$ cat config.mk
export PLATFORM = sky130hd
export DESIGN_NAME = pmp_scan_ctrl_flat
export DESIGN_NICKNAME = d
export VERILOG_FILES = /design/src/rtl/pmp_scan_ctrl_if.sv /design/src/rtl/pmp_scan_ctrl.sv /design/src/flat_wrapper.sv
export SDC_FILE = /design/constraint.sdc
export NUM_CORES = 1
export LEC_CHECK = 0
export BUFFER_PORTS_ARGS = -buffer_cell sky130_fd_sc_hd__buf_2
export CAP_MARGIN = 20
export CORE_AREA = 2 2 414 416
export DETAILED_ROUTE_END_ITERATION = 12
export DIE_AREA = 0 0 416 418
export MAX_ROUTING_LAYER = met4
export PLACE_DENSITY = 0.38
export SYNTH_ARGS = -nofsm -noshare
export SYNTH_HDL_FRONTEND = slang
export SYNTH_SLANG_ARGS = --single-unit
$ cat constraint.sdc
create_clock -name clk -period 9.5 [get_ports clk]
set_clock_uncertainty 0.05 [all_clocks]
set_input_delay 2.375 -clock clk [delete_from_list [all_inputs] [get_ports clk]]
set_output_delay 2.375 -clock clk [all_outputs]
set_load 0.03 [all_outputs]
$ cat src/rtl/pmp_scan_ctrl_if.sv
// rtl/pmp_scan_ctrl_if.sv - request/response and PMP CSR bundle for pmp_scan_ctrl
//
// Purpose: groups the check-request handshake, the PMP CSR view and the
// response signals of pmp_scan_ctrl into one interface.
// Modports:
//   master - requester (MMU/PTW): drives request, CSR arrays, CfgWrite, Flush
//   slave  - pmp_scan_ctrl: drives ReqReady and the response signals
// Signals:
//   ReqValid/ReqReady            request handshake
//   PhysicalAddress, Size,       access being checked
//   AccessType, PrivilegeMode
//   PMPCFG_ARRAY_REGW            cfg byte per entry
//   PMPADDR_ARRAY_REGW           pmpaddr per entry (units of 4 bytes)
//   CfgWrite, Flush              CSR-written pulse, abandon request
//   RespValid, Fault,            response pulse and results
//   MatchValid, MatchIdx
interface pmp_scan_ctrl_if #(
  parameter int PA_BITS     = 56,
  parameter int PMP_ENTRIES = 16
);
  // Zero-entry builds still need non-empty vectors.
  localparam int NE   = (PMP_ENTRIES == 0) ? 1 : PMP_ENTRIES;
  localparam int IDXW = (PMP_ENTRIES > 1) ? $clog2(PMP_ENTRIES) : 1;

  logic                           ReqValid;
  logic                           ReqReady;
  logic [PA_BITS-1:0]             PhysicalAddress;
  logic [1:0]                     Size;
  logic [2:0]                     AccessType;
  logic [1:0]                     PrivilegeMode;
  logic [NE-1:0][7:0]             PMPCFG_ARRAY_REGW;
  logic [NE-1:0][PA_BITS-3:0]     PMPADDR_ARRAY_REGW;
  logic                           CfgWrite;
  logic                           Flush;
  logic                           RespValid;
  logic                           Fault;
  logic                           MatchValid;
  logic [IDXW-1:0]                MatchIdx;

  modport master (
    output ReqValid, PhysicalAddress, Size, AccessType, PrivilegeMode,
           PMPCFG_ARRAY_REGW, PMPADDR_ARRAY_REGW, CfgWrite, Flush,
    input  ReqReady, RespValid, Fault, MatchValid, MatchIdx
  );

  modport slave (
    input  ReqValid, PhysicalAddress, Size, AccessType, PrivilegeMode,
           PMPCFG_ARRAY_REGW, PMPADDR_ARRAY_REGW, CfgWrite, Flush,
    output ReqReady, RespValid, Fault, MatchValid, MatchIdx
  );
endinterface

$ cat src/rtl/pmp_scan_ctrl.sv
// rtl/pmp_scan_ctrl.sv - iterative PMP checker, one entry evaluated per cycle
//
// Purpose: accepts one physical-access check at a time, walks the PMP entries
// in priority order (one per cycle), stops at the first match and returns a
// fault/permit response as a one-cycle RespValid pulse.
// Ports:
//   clk    - clock
//   reset  - synchronous, active-high reset
//   bus    - pmp_scan_ctrl_if.slave (request, CSR view, CfgWrite/Flush, response)
// Optional feature macro: PMP_HIT_CACHE_EN - one-entry result cache; a repeat
// of the last checked request answers one cycle after acceptance.
module pmp_scan_ctrl #(
  parameter int PA_BITS     = 56,
  parameter int PMP_ENTRIES = 16
) (
  input  logic              clk,
  input  logic              reset,
  pmp_scan_ctrl_if.slave    bus
);
  localparam int NE   = (PMP_ENTRIES == 0) ? 1 : PMP_ENTRIES;
  localparam int IDXW = (PMP_ENTRIES > 1) ? $clog2(PMP_ENTRIES) : 1;
  localparam int WAW  = PA_BITS - 2;

  typedef enum logic [1:0] {S_IDLE, S_SCAN, S_RESP} state_t;

  state_t              state_q;
  logic [IDXW-1:0]     idx_q;
  logic                ready_q, resp_valid_q, fault_q, match_valid_q;
  logic [IDXW-1:0]     match_idx_q;

  // Latched request
  logic [PA_BITS-1:0]  pa_q;
  logic [1:0]          size_q;
  logic [2:0]          acc_q;
  logic [1:0]          priv_q;

`ifdef PMP_HIT_CACHE_EN
  logic                c_valid_q;
  logic [WAW-1:0]      c_wa_q;
  logic [1:0]          c_size_q;
  logic [2:0]          c_acc_q;
  logic [1:0]          c_priv_q;
  logic                c_fault_q, c_mv_q;
  logic [IDXW-1:0]     c_idx_q;
  logic                c_hit;
`endif

  // Per-entry evaluation of the entry at idx_q
  logic [7:0]          cfg_sel;
  logic [WAW-1:0]      addr_sel, addr_prev, napot_mask, wa, lb_wa;
  logic [PA_BITS-1:0]  lb;
  logic                ent_hit, ent_cross, enforce, perm_ok, hit_fault, miss_fault, last_ent;
  logic                unused_bits;

  always_comb begin
    cfg_sel    = bus.PMPCFG_ARRAY_REGW[idx_q];
    addr_sel   = bus.PMPADDR_ARRAY_REGW[idx_q];
    addr_prev  = (idx_q == '0) ? '0 : bus.PMPADDR_ARRAY_REGW[idx_q - IDXW'(1)];
    wa         = pa_q[PA_BITS-1:2];
    lb         = pa_q + (PA_BITS'(1) << size_q) - PA_BITS'(1);
    lb_wa      = lb[PA_BITS-1:2];
    // Trailing ones of pmpaddr plus the next bit: addr ^ (addr+1) is a mask
    // of exactly k+1 low ones, i.e. the word offset bits inside the region.
    napot_mask = addr_sel ^ (addr_sel + WAW'(1));
    ent_hit    = 1'b0;
    ent_cross  = 1'b0;
    case (cfg_sel[4:3])
      2'd1: begin
        ent_hit   = (wa >= addr_prev) && (wa < addr_sel);
        ent_cross = (lb_wa >= addr_sel);
      end
      2'd2: begin
        ent_hit   = (wa == addr_sel);
        ent_cross = (lb_wa != addr_sel);
      end
      2'd3: begin
        ent_hit   = ((wa ^ addr_sel) & ~napot_mask) == '0;
        ent_cross = ((lb_wa ^ addr_sel) & ~napot_mask) != '0;
      end
      default: ;
    endcase
    enforce     = (priv_q != 2'b11) | cfg_sel[7];
    perm_ok     = |(acc_q & cfg_sel[2:0]);
    hit_fault   = enforce & (ent_cross | ~perm_ok);
    miss_fault  = (priv_q != 2'b11);
    last_ent    = (idx_q == IDXW'(NE - 1));
    unused_bits = ^{cfg_sel[6:5], lb[1:0]};
  end

`ifdef PMP_HIT_CACHE_EN
  // A CSR write or flush in the same cycle invalidates, so it cannot hit.
  assign c_hit = c_valid_q && !bus.CfgWrite && !bus.Flush &&
                 (bus.PhysicalAddress[PA_BITS-1:2] == c_wa_q) &&
                 (bus.Size == c_size_q) && (bus.AccessType == c_acc_q) &&
                 (bus.PrivilegeMode == c_priv_q);
`endif

  always_ff @(posedge clk) begin
    if (reset) begin
      state_q       <= S_IDLE;
      idx_q         <= '0;
      ready_q       <= 1'b1;
      resp_valid_q  <= 1'b0;
      fault_q       <= 1'b0;
      match_valid_q <= 1'b0;
      match_idx_q   <= '0;
      pa_q          <= '0;
      size_q        <= '0;
      acc_q         <= '0;
      priv_q        <= '0;
`ifdef PMP_HIT_CACHE_EN
      c_valid_q     <= 1'b0;
      c_wa_q        <= '0;
      c_size_q      <= '0;
      c_acc_q       <= '0;
      c_priv_q      <= '0;
      c_fault_q     <= 1'b0;
      c_mv_q        <= 1'b0;
      c_idx_q       <= '0;
`endif
    end else begin
      resp_valid_q <= 1'b0;
      case (state_q)
        S_IDLE: begin
          if (bus.ReqValid) begin
            pa_q    <= bus.PhysicalAddress;
            size_q  <= bus.Size;
            acc_q   <= bus.AccessType;
            priv_q  <= bus.PrivilegeMode;
            idx_q   <= '0;
            ready_q <= 1'b0;
            if (PMP_ENTRIES == 0) begin
              state_q       <= S_RESP;
              resp_valid_q  <= 1'b1;
              match_valid_q <= 1'b0;
              match_idx_q   <= '0;
              fault_q       <= (bus.PrivilegeMode != 2'b11);
`ifdef PMP_HIT_CACHE_EN
            end else if (c_hit) begin
              state_q       <= S_RESP;
              resp_valid_q  <= 1'b1;
              match_valid_q <= c_mv_q;
              match_idx_q   <= c_idx_q;
              fault_q       <= c_fault_q;
`endif
            end else begin
              state_q <= S_SCAN;
            end
          end
        end
        S_SCAN: begin
          if (bus.Flush) begin
            state_q <= S_IDLE;
            ready_q <= 1'b1;
          end else if (bus.CfgWrite) begin
            idx_q <= '0;  // CSRs changed under us: rescan with the same request
          end else if (ent_hit) begin
            state_q       <= S_RESP;
            resp_valid_q  <= 1'b1;
            match_valid_q <= 1'b1;
            match_idx_q   <= idx_q;
            fault_q       <= hit_fault;
          end else if (last_ent) begin
            state_q       <= S_RESP;
            resp_valid_q  <= 1'b1;
            match_valid_q <= 1'b0;
            fault_q       <= miss_fault;
          end else begin
            idx_q <= idx_q + IDXW'(1);
          end
        end
        S_RESP: begin
          state_q <= S_IDLE;
          ready_q <= 1'b1;
`ifdef PMP_HIT_CACHE_EN
          c_valid_q <= 1'b1;
          c_wa_q    <= pa_q[PA_BITS-1:2];
          c_size_q  <= size_q;
          c_acc_q   <= acc_q;
          c_priv_q  <= priv_q;
          c_fault_q <= fault_q;
          c_mv_q    <= match_valid_q;
          c_idx_q   <= match_idx_q;
`endif
        end
        default: begin
          state_q <= S_IDLE;
          ready_q <= 1'b1;
        end
      endcase
`ifdef PMP_HIT_CACHE_EN
      // Invalidation overrides the RESP-cycle write above.
      if (bus.CfgWrite || bus.Flush) c_valid_q <= 1'b0;
`endif
    end
  end

  // A flush arriving in the RESP cycle suppresses the pending pulse.
  assign bus.RespValid  = resp_valid_q & ~bus.Flush;
  assign bus.ReqReady   = ready_q;
  assign bus.Fault      = fault_q;
  assign bus.MatchValid = match_valid_q;
  assign bus.MatchIdx   = match_idx_q;
endmodule

$ cat src/flat_wrapper.sv
// flat-port wrapper written by rule: the top's interface ports become plain ports
module pmp_scan_ctrl_flat 
#(
  parameter int PA_BITS     = 56,
  parameter int PMP_ENTRIES = 16
)
  (clk, reset, bus_ReqValid, bus_PhysicalAddress, bus_Size, bus_AccessType, bus_PrivilegeMode, bus_PMPCFG_ARRAY_REGW, bus_PMPADDR_ARRAY_REGW, bus_CfgWrite, bus_Flush, bus_ReqReady, bus_RespValid, bus_Fault, bus_MatchValid, bus_MatchIdx);
  pmp_scan_ctrl_if #(.PA_BITS(PA_BITS), .PMP_ENTRIES(PMP_ENTRIES)) bus_i ();
  input  logic clk;
  input  logic reset;
  input wire logic [$bits(bus_i.ReqValid)-1:0] bus_ReqValid;
  input wire logic [$bits(bus_i.PhysicalAddress)-1:0] bus_PhysicalAddress;
  input wire logic [$bits(bus_i.Size)-1:0] bus_Size;
  input wire logic [$bits(bus_i.AccessType)-1:0] bus_AccessType;
  input wire logic [$bits(bus_i.PrivilegeMode)-1:0] bus_PrivilegeMode;
  input wire logic [$bits(bus_i.PMPCFG_ARRAY_REGW)-1:0] bus_PMPCFG_ARRAY_REGW;
  input wire logic [$bits(bus_i.PMPADDR_ARRAY_REGW)-1:0] bus_PMPADDR_ARRAY_REGW;
  input wire logic [$bits(bus_i.CfgWrite)-1:0] bus_CfgWrite;
  input wire logic [$bits(bus_i.Flush)-1:0] bus_Flush;
  output wire logic [$bits(bus_i.ReqReady)-1:0] bus_ReqReady;
  output wire logic [$bits(bus_i.RespValid)-1:0] bus_RespValid;
  output wire logic [$bits(bus_i.Fault)-1:0] bus_Fault;
  output wire logic [$bits(bus_i.MatchValid)-1:0] bus_MatchValid;
  output wire logic [$bits(bus_i.MatchIdx)-1:0] bus_MatchIdx;
  assign bus_i.ReqValid = bus_ReqValid;
  assign bus_i.PhysicalAddress = bus_PhysicalAddress;
  assign bus_i.Size = bus_Size;
  assign bus_i.AccessType = bus_AccessType;
  assign bus_i.PrivilegeMode = bus_PrivilegeMode;
  assign bus_i.PMPCFG_ARRAY_REGW = bus_PMPCFG_ARRAY_REGW;
  assign bus_i.PMPADDR_ARRAY_REGW = bus_PMPADDR_ARRAY_REGW;
  assign bus_i.CfgWrite = bus_CfgWrite;
  assign bus_i.Flush = bus_Flush;
  assign bus_ReqReady = bus_i.ReqReady;
  assign bus_RespValid = bus_i.RespValid;
  assign bus_Fault = bus_i.Fault;
  assign bus_MatchValid = bus_i.MatchValid;
  assign bus_MatchIdx = bus_i.MatchIdx;
  pmp_scan_ctrl #(.PA_BITS(PA_BITS), .PMP_ENTRIES(PMP_ENTRIES)) u_core (.clk(clk), .reset(reset), .bus(bus_i));
endmodule
### Word level (Yosys, flattened, before mapping)

Index checks and enable logic that the tools add are counted.

| storage, ports and cells | value |
|---|---|
| bits of input ports | 1,060 |
| output and inout port bits | 8 |
| register bits after elaboration | 77 |
| word-level logic and storage cells | 97 |

| operators by class | value |
|---|---|
| equality and inequality tests | 15 |
| add/subtract/negate cells | 5 |
| bitwise logic cells | 15 |
| reduce and logical (&&, ||, !) cells | 15 |
| shifts and indexed selects | 1 |
| magnitude comparators | 5 |
| muxes and demuxes | 30 |

Operator list:

| kind | count |
|---|---|
| $bmux W54 S4 | 2 |
| $mux W54 | 3 |
| $xor A54 B54 Y54 | 3 |
| $and A54 B54 Y54 | 2 |
| $ge A54 B54 Y1 | 2 |
| $add A56 B56 Y56 | 1 |
| $shl A1 B2 Y56 const A | 1 |
| $sub A56 B1 Y56 const B | 1 |
| $add A54 B1 Y54 const B | 1 |
| $eq A54 B54 Y1 | 1 |
| $logic_not A54 Y1 | 1 |
| $lt A54 B54 Y1 | 1 |
| $ne A54 B54 Y1 | 1 |
| $not A54 Y54 | 1 |
| $reduce_bool A54 Y1 | 1 |
| $bmux W8 S4 | 1 |
| $mux W4 | 5 |
| $lt A4 B5 Y1 const B | 2 |
| $mux W2 | 5 |
| $ne A3 B3 Y1 const B | 3 |
| $mux W1 | 8 |
| $mux W8 | 1 |
| $ne A2 B2 Y1 const B | 4 |
| $pmux W4 S2 | 1 |
| other kinds (23) | 34 |

### Logic depth before layout (Yosys ltp)

Gate-level depths: netlist (run 1).

| logic depth | value |
|---|---|
| depth in word-level cells | 12 |
| depth in mapped cells | 32 |
| depth with buffers taken out | 32 |

### Least setup slack after synthesis (run 1)

Ideal clock, no wire load.

| timing path | value |
|---|---|
| kind | reg-to-reg |
| from | register u_core.idx_q[0] |
| to | register u_core.idx_q[3] |
| setup time | 72 ps |
| period minus slack after synthesis | 6,662 ps |
| path slack | 2,838 ps |
| cell stages (with the launch flop) | 30 |
| data required time | 9,378 ps |
| buffers on the path | 10 |
| data arrival time | 6,540 ps |
| cell sequence | dfxtp_1 -> buf_4 -> clkinv_1 -> buf_4 -> buf_2 -> buf_4 -> buf_6 -> buf_2 -> buf_1 -> ha_1 -> clkbuf_1 -> clkbuf_1 -> clkbuf_1 -> mux4_2 -> mux2_2 -> o211ai_1 -> ha_1 -> nor2b_1 -> o21a_1 -> o21a_1 -> o21a_1 -> o21a_1 -> o21ai_0 -> a31oi_1 -> o311ai_0 -> nand3_1 -> a21boi_0 -> nand3_2 -> nor3_1 -> mux2i_1 |

| between the ends | value |
|---|---|
| cells in the longest elaborated chain, start to end | 10 |
| elaborated cells between the ends (all ways) | 33 |
| classes of those cells | add/sub: 3; order compare: 2; eq/ne: 7; mux: 13; bitwise: 4; reduce/logical: 4 |

RTL lines:

| element | line | source |
|---|---|---|
| start, declared | pmp_scan_ctrl.sv:27 | `logic [IDXW-1:0] idx_q;` |
| start signal, assigned | pmp_scan_ctrl.sv:169 | `idx_q <= idx_q + IDXW'(1);` |
| $bmux W54 S4 | pmp_scan_ctrl.sv:57 | `addr_sel = bus.PMPADDR_ARRAY_REGW[idx_q];` |
| $mux W54 (not written as such) | pmp_scan_ctrl.sv:57 |  |
| $add A54 B1 Y54 | pmp_scan_ctrl.sv:64 | `napot_mask = addr_sel ^ (addr_sel + WAW'(1));` |
| $xor A54 B54 Y54 | pmp_scan_ctrl.sv:64 |  |
| $not A54 Y54 | pmp_scan_ctrl.sv:77 | `ent_hit = ((wa ^ addr_sel) & ~napot_mask) == '0;` |
| $and A54 B54 Y54 | pmp_scan_ctrl.sv:77 |  |
| $logic_not A54 Y1 | pmp_scan_ctrl.sv:77 |  |
| $pmux W1 S3 | pmp_scan_ctrl.sv:67 | `case (cfg_sel[4:3])` |
| $ne A3 B3 Y1 (no line) | -- |  |
| $reduce_and A5 Y1 (no line) | -- |  |

Several ways; a longest one is shown, not always the timed one. The select of a mux whose other input is x is not followed.
A chain may end at the register's enable or synchronous reset.

### Final worst setup path (run 1)

| timing path | value |
|---|---|
| from | register u_core.size_q[1] |
| to | register u_core.fault_q, in the netlist u_core.bus.Fault |

| between the ends | value |
|---|---|
| cells in the longest elaborated chain, start to end | 10 |
| elaborated cells between the ends (all ways) | 12 |
| classes of those cells | add/sub: 2; order compare: 1; eq/ne: 1; shift: 1; mux: 2; bitwise: 4; reduce/logical: 1 |

RTL lines:

| element | line | source |
|---|---|---|
| start, declared | pmp_scan_ctrl.sv:33 | `logic [1:0] size_q;` |
| start signal, assigned | pmp_scan_ctrl.sv:127 | `size_q <= bus.Size;` |
| $shl A1 B2 Y56 * | pmp_scan_ctrl.sv:60 | `lb = pa_q + (PA_BITS'(1) << size_q) - PA_BITS'(1);` |
| $add A56 B56 Y56 * | pmp_scan_ctrl.sv:60 |  |
| $sub A56 B1 Y56 * | pmp_scan_ctrl.sv:60 |  |
| branches (longest 3 deep; another with $ge A54 B54 Y1) | -- |  |
| $pmux W1 S3 * | pmp_scan_ctrl.sv:67 |  |
| $or A1 B1 Y1 * | pmp_scan_ctrl.sv:84 | `hit_fault = enforce & (ent_cross \| ~perm_ok);` |
| $and A1 B1 Y1 * | pmp_scan_ctrl.sv:84 |  |
| $mux W1 * | pmp_scan_ctrl.sv:157 | `end else if (ent_hit) begin` |
| end signal, assigned | pmp_scan_ctrl.sv:137 | `fault_q <= (bus.PrivilegeMode != 2'b11);` |
| end signal, assigned | pmp_scan_ctrl.sv:162 | `fault_q <= hit_fault;` |
| end signal, assigned | pmp_scan_ctrl.sv:167 | `fault_q <= miss_fault;` |
| end, declared | pmp_scan_ctrl.sv:28 | `logic ready_q, resp_valid_q, fault_q, match_valid_q;` |

Every way passes the cells marked *.

==> run_results.csv, run 1 <==
group,metric,value,unit
outcome,status,"completed",
drt,vias_per_cell,5.05,
placement,dp_cells,5775,
die,dieWidth,416,um
cts,root_buffer,"clkbuf_16",
grt,grt_pass1_wl,260000,um
die,die_y,418,um
drt,vias,29800,
finish,drive_gt1_share,47.8,%
cts,cts_resized,0,
logic_synthesis,ys.flop_type,"dfxtp_1",
job,cap_violations,0,
sta,rsz0062_at_grt,"no",
cts,cts_tree,"built",
drt,avgRoutedWirePerCell,33.0,um
logic_synthesis,synth_top_area_cell,"mux4_2",
worst_hold_path,hp-start,"u_core.priv_q[1]",
sta,tightest_slew,1.08,ns
grt,first_global_vias,29700,
setup_path,max_stage_delay,0.92,ns
finish,fillers,18800,
grt,grt_usage,22.1,%
logic_synthesis,synth_cell_types,102,
drt,route.antenna.remaining_nets,0,
setup_path,cp-end-kind,"register",
finish,seq_area,0.00156,mm2
pwr,seqPwrFrac,11.1,%
pwr,leakage,14.4,nW
setup_path,critical_path_class,"reg2reg",
logic_synthesis,synth_most_common_cell,"mux4_2",
logic_synthesis,synth_seq_cells,77,
logic_synthesis,synth_nets,3949,
drt,drt-initial-drc-count,2698,
finish,area_growth,30.6,%
drt,first_pass_iters,5,
logic_synthesis,yosys-top-cells-area,"mux4_2, ha_1, dfxtp_1",
finish,finalNonFillerCells,5904,
die,die_area,0.174,mm2
pwr,switching_share,49.0,%
pwr,power.internal,1.80,mW
logic_synthesis,yosys.area_share.adder,11.8,%
cts,cts_hold_buf,0,
logic_synthesis,yosys.area_share.simple,13.0,%
placement,io_buffers,1035,
grt,antenna_found_initial,183,
finish,multi_input_area,0.0236,mm2
setup_path,arrival,8.65,ns
placement,gp_congestion,0.968,
grt,grt_overflow_total,0,
sta,hold_violations,0,
sta,setup_violations,0,
setup_path,required,9.70,ns
die,start_util,15.8,%
sta,max_freq,0.118,GHz
sta,holdWs,0.406,ns
die,design.core.area,0.169,mm2
cts,post-cts-setup-buffers,0,
logic_synthesis,synthTopCellsByCount,"mux4_2, nand2_1, ha_1",
die,pin_count,1068,
pwr,clockPowerShare,10.8,%
sta,tns,0,ns
logic_synthesis,ys_warn_count,0,
setup_path,crit_slowest_cell,"nor4_1",
pwr,p_per_area,101,mW/mm2
cts,htreeDepth,3,
cts,clock_sinks,77,
setup_path,rr_startpoint,"u_core.size_q[1]",
setup_path,worstSetupStartpointType,"register",
logic_synthesis,synth_xor_area_share,1.64,%
cts,cts_buffer_depth,2,
sta,final_max_slew_viol_count,0,
sta,fin_crit_sh,88.9,%
drt,drc,0,
setup_path,crit_fanout,5,
pwr,ir_drop,0.0000835,V
pwr,switching_power,1.73,mW
sta,max-slew-margin-rel,27.7,%
setup_path,crit_start,"u_core.size_q[1]",
grt,grt_max_degree,102,
logic_synthesis,synth_seq_area_share,5.78,%
placement,dp.final_hpwl,170000,um
logic_synthesis,synth_area,0.0267,mm2
logic_synthesis,synthArstFlopShare,0,%
die,num_rows,151,
logic_synthesis,netlist.area_leader.share,38.1,%
finish,nets,4878,
worst_hold_path,hold_path.class,"reg2reg",
drt,wl,195000,um
logic_synthesis,synthMuxAreaShare,47.3,%
cts,cts-buffers-inserted,9,
pwr,power,3.53,mW
logic_synthesis,synth_edf_count,0,
pwr,pwr-share-comb,78.1,%
logic_synthesis,synth_top_family_by_area,"multiplexers",
cts,clkTransAtPathRegs,0.07,ns
logic_synthesis,syn_avg_cell_area,10.1,um2
logic_synthesis,synthCells,2639,
logic_synthesis,synth_compound_area_share,14.6,%
sta,period_minus_slack,8.44,ns
cts,clk_latency,0.37,ns
registers in the layout (all words and copies together) (netlist names):
signal / flops
u_core.size_q: 2
u_core.bus.ReqReady: 1
u_core.pa_q: 56
u_core.resp_valid_q: 1
u_core.state_q: 2
u_core.bus.Fault: 1
u_core.acc_q: 3
u_core.bus.MatchIdx: 4
u_core.bus.MatchValid: 1
u_core.priv_q: 2
u_core.idx_q: 4
path summary, 6_finish.rpt:
kind              slack, ns  depth (start not counted)          endpoint
setup / recovery       1.06                         29  u_core.bus.Fault
hold / removal         0.41                          2  u_core.priv_q[1]
setup reg to reg       1.06                         29  u_core.bus.Fault
hold reg to reg        0.41                          2  u_core.priv_q[1]
cells by family (layout without fill, tap and decap cells):
kind of cell             count (synthesis)  in the layout
XOR/XNOR                                50             50
adder cells (fa/ha/maj)                250            250
multiplexers                           651            651
AO/OA/AOI/OAI                          583            583
flip-flops                              77             77
other                                    0            113
buffers and inverters                  312           1246
AND/OR/NAND/NOR                        716            716
cell type report:
type | count | area share, %
clock inverter | 7 | 0.255
multi-input combinational | 2250 | 67.8
antenna | 113 | 0.811
clock buffer | 9 | 0.646
sequential | 77 | 4.47
inverter | 122 | 1.32
timing repair buffer | 1108 | 16.7
tap | 2218 | 7.96
worst max-delay path, delay by kind of cell, from the launching register on:
family	cells	cell delay [ns]
buffers and inverters	1	0.04
adder cells (fa/ha/maj)	3	0.93
AO/OA/AOI/OAI	15	3.95
flip-flops	1	0.41
XOR/XNOR	1	0.18
AND/OR/NAND/NOR	9	2.76
power groups by stage:
stage                     clock network [mW]  registers (mW)  logic [mW]
after global placement                     0           0.401        2.74
after global routing                   0.412           0.398        2.97
after floorplan                            0           0.368        1.74
after CTS                              0.403           0.394        2.75
after detailed placement                   0           0.401        2.74
final                                  0.382           0.393        2.76
stage by stage:
stage	cell area, um2	worst slack (ns)	utilization (%)
after floorplan	26700	2.84	-
after global placement	34300	0.961	20.3
after detailed placement	34300	0.915	20.3
after CTS	34600	0.864	20.4
after global routing	34800	0.333	20.6
final	34900	1.06	20.6
layout by cell type (no fill, tap or decap), drive strengths merged, types with 69 or more instances in the layout:
| cell type | instances |
|---|---|
| ha | 249 |
| nand2 | 301 |
| mux4 | 473 |
| mux2 | 76 |
| buf | 1108 |
| nor2 | 100 |
| dfxtp | 77 |
| mux2i | 102 |
| a21o | 88 |
| a21oi | 188 |
| diode | 113 |
| o21ai | 69 |
| inv | 126 |
layer usage:
metal  track usage (%)  vias up  routed length (um)
met5                 -        -                   0
li1                  -    12700                   -
met1              28.3    15300               82400
met2              35.3     1588               91500
met3              5.03      204               15900
met4              5.45        0                5030
(Power assumes the default switching activity.)
==> run 2, diff against run 1 <==
--- a/config.mk
+++ b/config.mk
@@ -5,13 +5,14 @@
 export SDC_FILE = /design/constraint.sdc
 export NUM_CORES = 1
 export LEC_CHECK = 0
+export ABC_AREA = 1
 export BUFFER_PORTS_ARGS = -buffer_cell sky130_fd_sc_hd__buf_2
 export CAP_MARGIN = 20
-export CORE_AREA = 2 2 414 416
+export CORE_AREA = 2 2 418 420
 export DETAILED_ROUTE_END_ITERATION = 12
-export DIE_AREA = 0 0 416 418
+export DIE_AREA = 0 0 420 422
 export MAX_ROUTING_LAYER = met4
-export PLACE_DENSITY = 0.38
+export PLACE_DENSITY = 0.4
 export SYNTH_ARGS = -nofsm -noshare
 export SYNTH_HDL_FRONTEND = slang
 export SYNTH_SLANG_ARGS = --single-unit
==> constraint.sdc (replaced) <==
create_clock -name clk -period 8.2 [get_ports clk]
set_clock_uncertainty 0.05 [all_clocks]
set_input_delay 2.05 -clock clk [delete_from_list [all_inputs] [get_ports clk]]
set_output_delay 2.05 -clock clk [all_outputs]
set_load 0.03 [all_outputs]
==> run 2 against run 1 <==
Critical path depth decreased by 10. Hold slack improved by 0.011 ns. Non-clock buffer count is 23 lower. Via count up 48%. Largest power group unchanged. Register-to-register slack improved by 0.52 ns. Sequential share of layout area fell by 0.40 points. Worst setup slack better by 0.52 ns. Clock-buffer cell count up 2.
==> run_results.csv, run 2 <==
group,metric,value,unit
drt,vias_per_cell,4.78,
worst_hold_path,holdPathEnd,"u_core.bus.MatchValid",
setup_path,critical_path.top_delay_family,"simple AND/OR/NAND/NOR gates",
grt,grt_max_degree,249,
die,pin_count,1068,
logic_synthesis,ys.flop_type,"dfxtp_1",
cts,post-cts-setup-buffers,0,
pwr,ir_drop,0.000417,V
pwr,switching_power,8.87,mW
drt,wl_met3,14500,um
sta,setup_slack,1.58,ns
cts,htreeDepth,3,
die,dieWidth,420,um
die,die_y,422,um
die,num_rows,153,
setup_path,r2r_end,"u_core.bus.Fault",
setup_path,r2r_slack,1.58,ns
pwr,power,13.3,mW
setup_path,required,8.40,ns
placement,gp_congestion,0.961,
setup_path,crit_buf_inv,3,
outcome,status,"completed",
logic_synthesis,synth_top_area_cell,"nand2_1",
cts,cts_tree,"built",
sta,tns,0,ns
grt,antenna_found_initial,185,
setup_path,worstSetupStartpointType,"register",
logic_synthesis,synthCells,6052,
cts,clock_sinks,77,
drt,vias,44100,
drt,avgRoutedWirePerCell,24.0,um
drt,wl_met1,96100,um
cts,cts_buffer_depth,2,
placement,place_ws,1.35,ns
setup_path,cp-end-kind,"register",
sta,holdWs,0.417,ns
sta,fin_crit_sh,80.7,%
cts,cts-buffers-inserted,9,
setup_path,critical_path_class,"reg2reg",
sta,max_freq,0.151,GHz
finish,fin_area,0.0383,mm2
setup_path,crit_path_cell_trace,"inv_8 > ha_4 > buf_12 > o21ai_0 > o211ai_1 > nand3_1 > ha_1 > nand2_1 > nor4_1 > buf_4 > nand4_1 > nor4_1 > nor2_1 > nor2_1 > nor2_1 > nand2_2 > nand4_1 > nand3_1 > nand2_1",
pwr,pwr-share-comb,92.3,%
logic_synthesis,synth_most_common_cell,"nand2_1",
worst_hold_path,hold_path.class,"reg2reg",
pwr,power.internal,4.43,mW
finish,largest_register,"u_core.pa_q",
drt,dr_wl_met2,104000,um
finish,drive_gt1_share,16.8,%
setup_path,cpMostUsedCell,"nor2_1",
grt,grt_pass1_wl,301000,um
logic_synthesis,synth_area,0.0308,mm2
pwr,switching_share,66.7,%
logic_synthesis,synth_seq_cells,77,
setup_path,worstRegToRegCells,19,
setup_path,rr_startpoint,"u_core.idx_q[0]",
grt,grt_usage,24.2,%
job,cap_violations,0,
die,die_area,0.177,mm2
drt,drt-initial-drc-count,4289,
cts,cts_resized,0,
sta,tightest_slew,1.16,ns
sta,rsz0062_at_grt,"no",
setup_path,arrival,6.83,ns
placement,io_buffers,1035,
drt,wl,221000,um
cts,clk_latency,0.36,ns
grt,first_global_vias,40200,
logic_synthesis,synthTopCellsByCount,"nand2_1, inv_1, a21oi_1",
sta,final_max_slew_viol_count,0,
placement,placed_area,0.0376,mm2
logic_synthesis,synthArstFlopShare,0,%
finish,area_growth,24.4,%
sta,max-slew-margin-rel,22.3,%
cts,root_buffer,"clkbuf_16",
worst_hold_path,whs_path_depth,2,
grt,grt_overflow_total,0,
finish,final_common_cell,"nand2_1",
die,start_util,17.8,%
logic_synthesis,synth_cell_types,52,
finish,final_cell_mix,"nand2_1, buf_2, inv_1, a21oi_1, nand3_1",
finish,nets,8064,
die,design.core.area,0.173,mm2
logic_synthesis,yosys-top-cells-area,"nand2_1, inv_1, a21oi_1",
placement,dp_cells,9067,
sta,hold_violations,0,
logic_synthesis,synth_nets,7362,
setup_path,max_stage_delay,0.74,ns
cts,cts_hold_buf,0,
pwr,seqPwrFrac,4.7,%
pwr,clockPowerShare,3.0,%
logic_synthesis,synth_edf_count,0,
placement,dp.final_hpwl,184000,um
finish,largest_reg_flops,56,
drt,route.antenna.remaining_nets,0,
setup_path,crit_fanout,112,
drt,first_pass_iters,6,
cts,clkTransAtPathRegs,0.06,ns
logic_synthesis,syn_avg_cell_area,5.08,um2
worst_hold_path,hp-start,"u_core.bus.MatchValid",
finish,finalNonFillerCells,9219,
logic_synthesis,netlist.area_leader.share,17.9,%
logic_synthesis,ys_warn_count,0,
drt,highest_layer,"met4",
sta,setup_violations,0,
pwr,p_per_area,348,mW/mm2
pwr,leakage,19.6,nW
logic_synthesis,synth_seq_area_share,5.01,%
setup_path,crit_slowest_cell,"ha_4",
sta,period_minus_slack,6.62,ns
finish,utilization,22.1,%
drt,drc,0,
-- run 2: cell types whose count changed after synthesis, sizes merged, moves of 87 or more --
cell,previous run,this run
nand2,301,1467
inv,120,901
nand3,60,621
o21ai,69,630
nor2,100,582
mux4,473,0
a21oi,188,648
o211ai,59,230
clkbuf,89,202
mux2i,102,0
buf,101,192
a21o,88,1
-- run 2: cells by family after synthesis --
logic type      after synthesis  synth area share [%]
compound gates             1626                  29.3
xor+xnor                     58                  1.65
fa+ha+maj                   250                  10.2
buf+inv                    1300                  17.1
flops                        77                  5.01
simple gates               2741                  36.7
-- run 2: layout make-up --
type / instances / area, um2
Timing Repair Buffer: 1085 / 5740
Sequential cell: 77 / 1560
Clock inverter: 5 / 51.3
Antenna cell: 135 / 338
Fill cell: 20600 / 135000
Inverter: 906 / 3430
Tap cell: 2325 / 2910
Clock buffer: 11 / 233
Multi-Input combinational cell: 4675 / 24000
-- run 2: tightest hold or removal path, cell delays in order (launching register included) --
cell and delay [ns]:
dfxtp_1 0.31, nand2_1 0.06, a21oi_1 0.05
-- run 2: how the worst max path moves through the flow --
| stage | from | end | slack [ns] | cells past startpoint |
|---|---|---|---|---|
| global placement | u_core.idx_q[0] | u_core.bus.Fault | 1.39 | 22 |
| global route | u_core.size_q[1] | u_core.bus.Fault | 1.07 | 28 |
| detailed placement | u_core.idx_q[0] | u_core.bus.Fault | 1.35 | 22 |
| floorplan | u_core.idx_q[0] | u_core.idx_q[2] | 2.53 | 37 |
| CTS | u_core.idx_q[0] | u_core.bus.Fault | 1.32 | 22 |
| finish | u_core.idx_q[0] | u_core.bus.Fault | 1.58 | 19 |
-- run 2: metal layers --
| layer | track usage, % | vias to the layer above |
|---|---|---|
| met4 | 9.27 | 0 |
| met5 | - | - |
| li1 | - | 21500 |
| met3 | 3.89 | 273 |
| met2 | 38.6 | 1715 |
| met1 | 30.5 | 20600 |
-- run 2: power groups by stage --
stage | Sequential, mW | Combinational, mW | Clock (mW)
6_report | 0.622 | 12.3 | 0.401
5_1_grt | 0.629 | 13.6 | 0.422
4_1_cts | 0.618 | 12.3 | 0.410
3_5_place_dp | 0.626 | 12.2 | 0
3_3_place_gp | 0.628 | 12.2 | 0
2_1_floorplan | 0.490 | 8.11 | 0
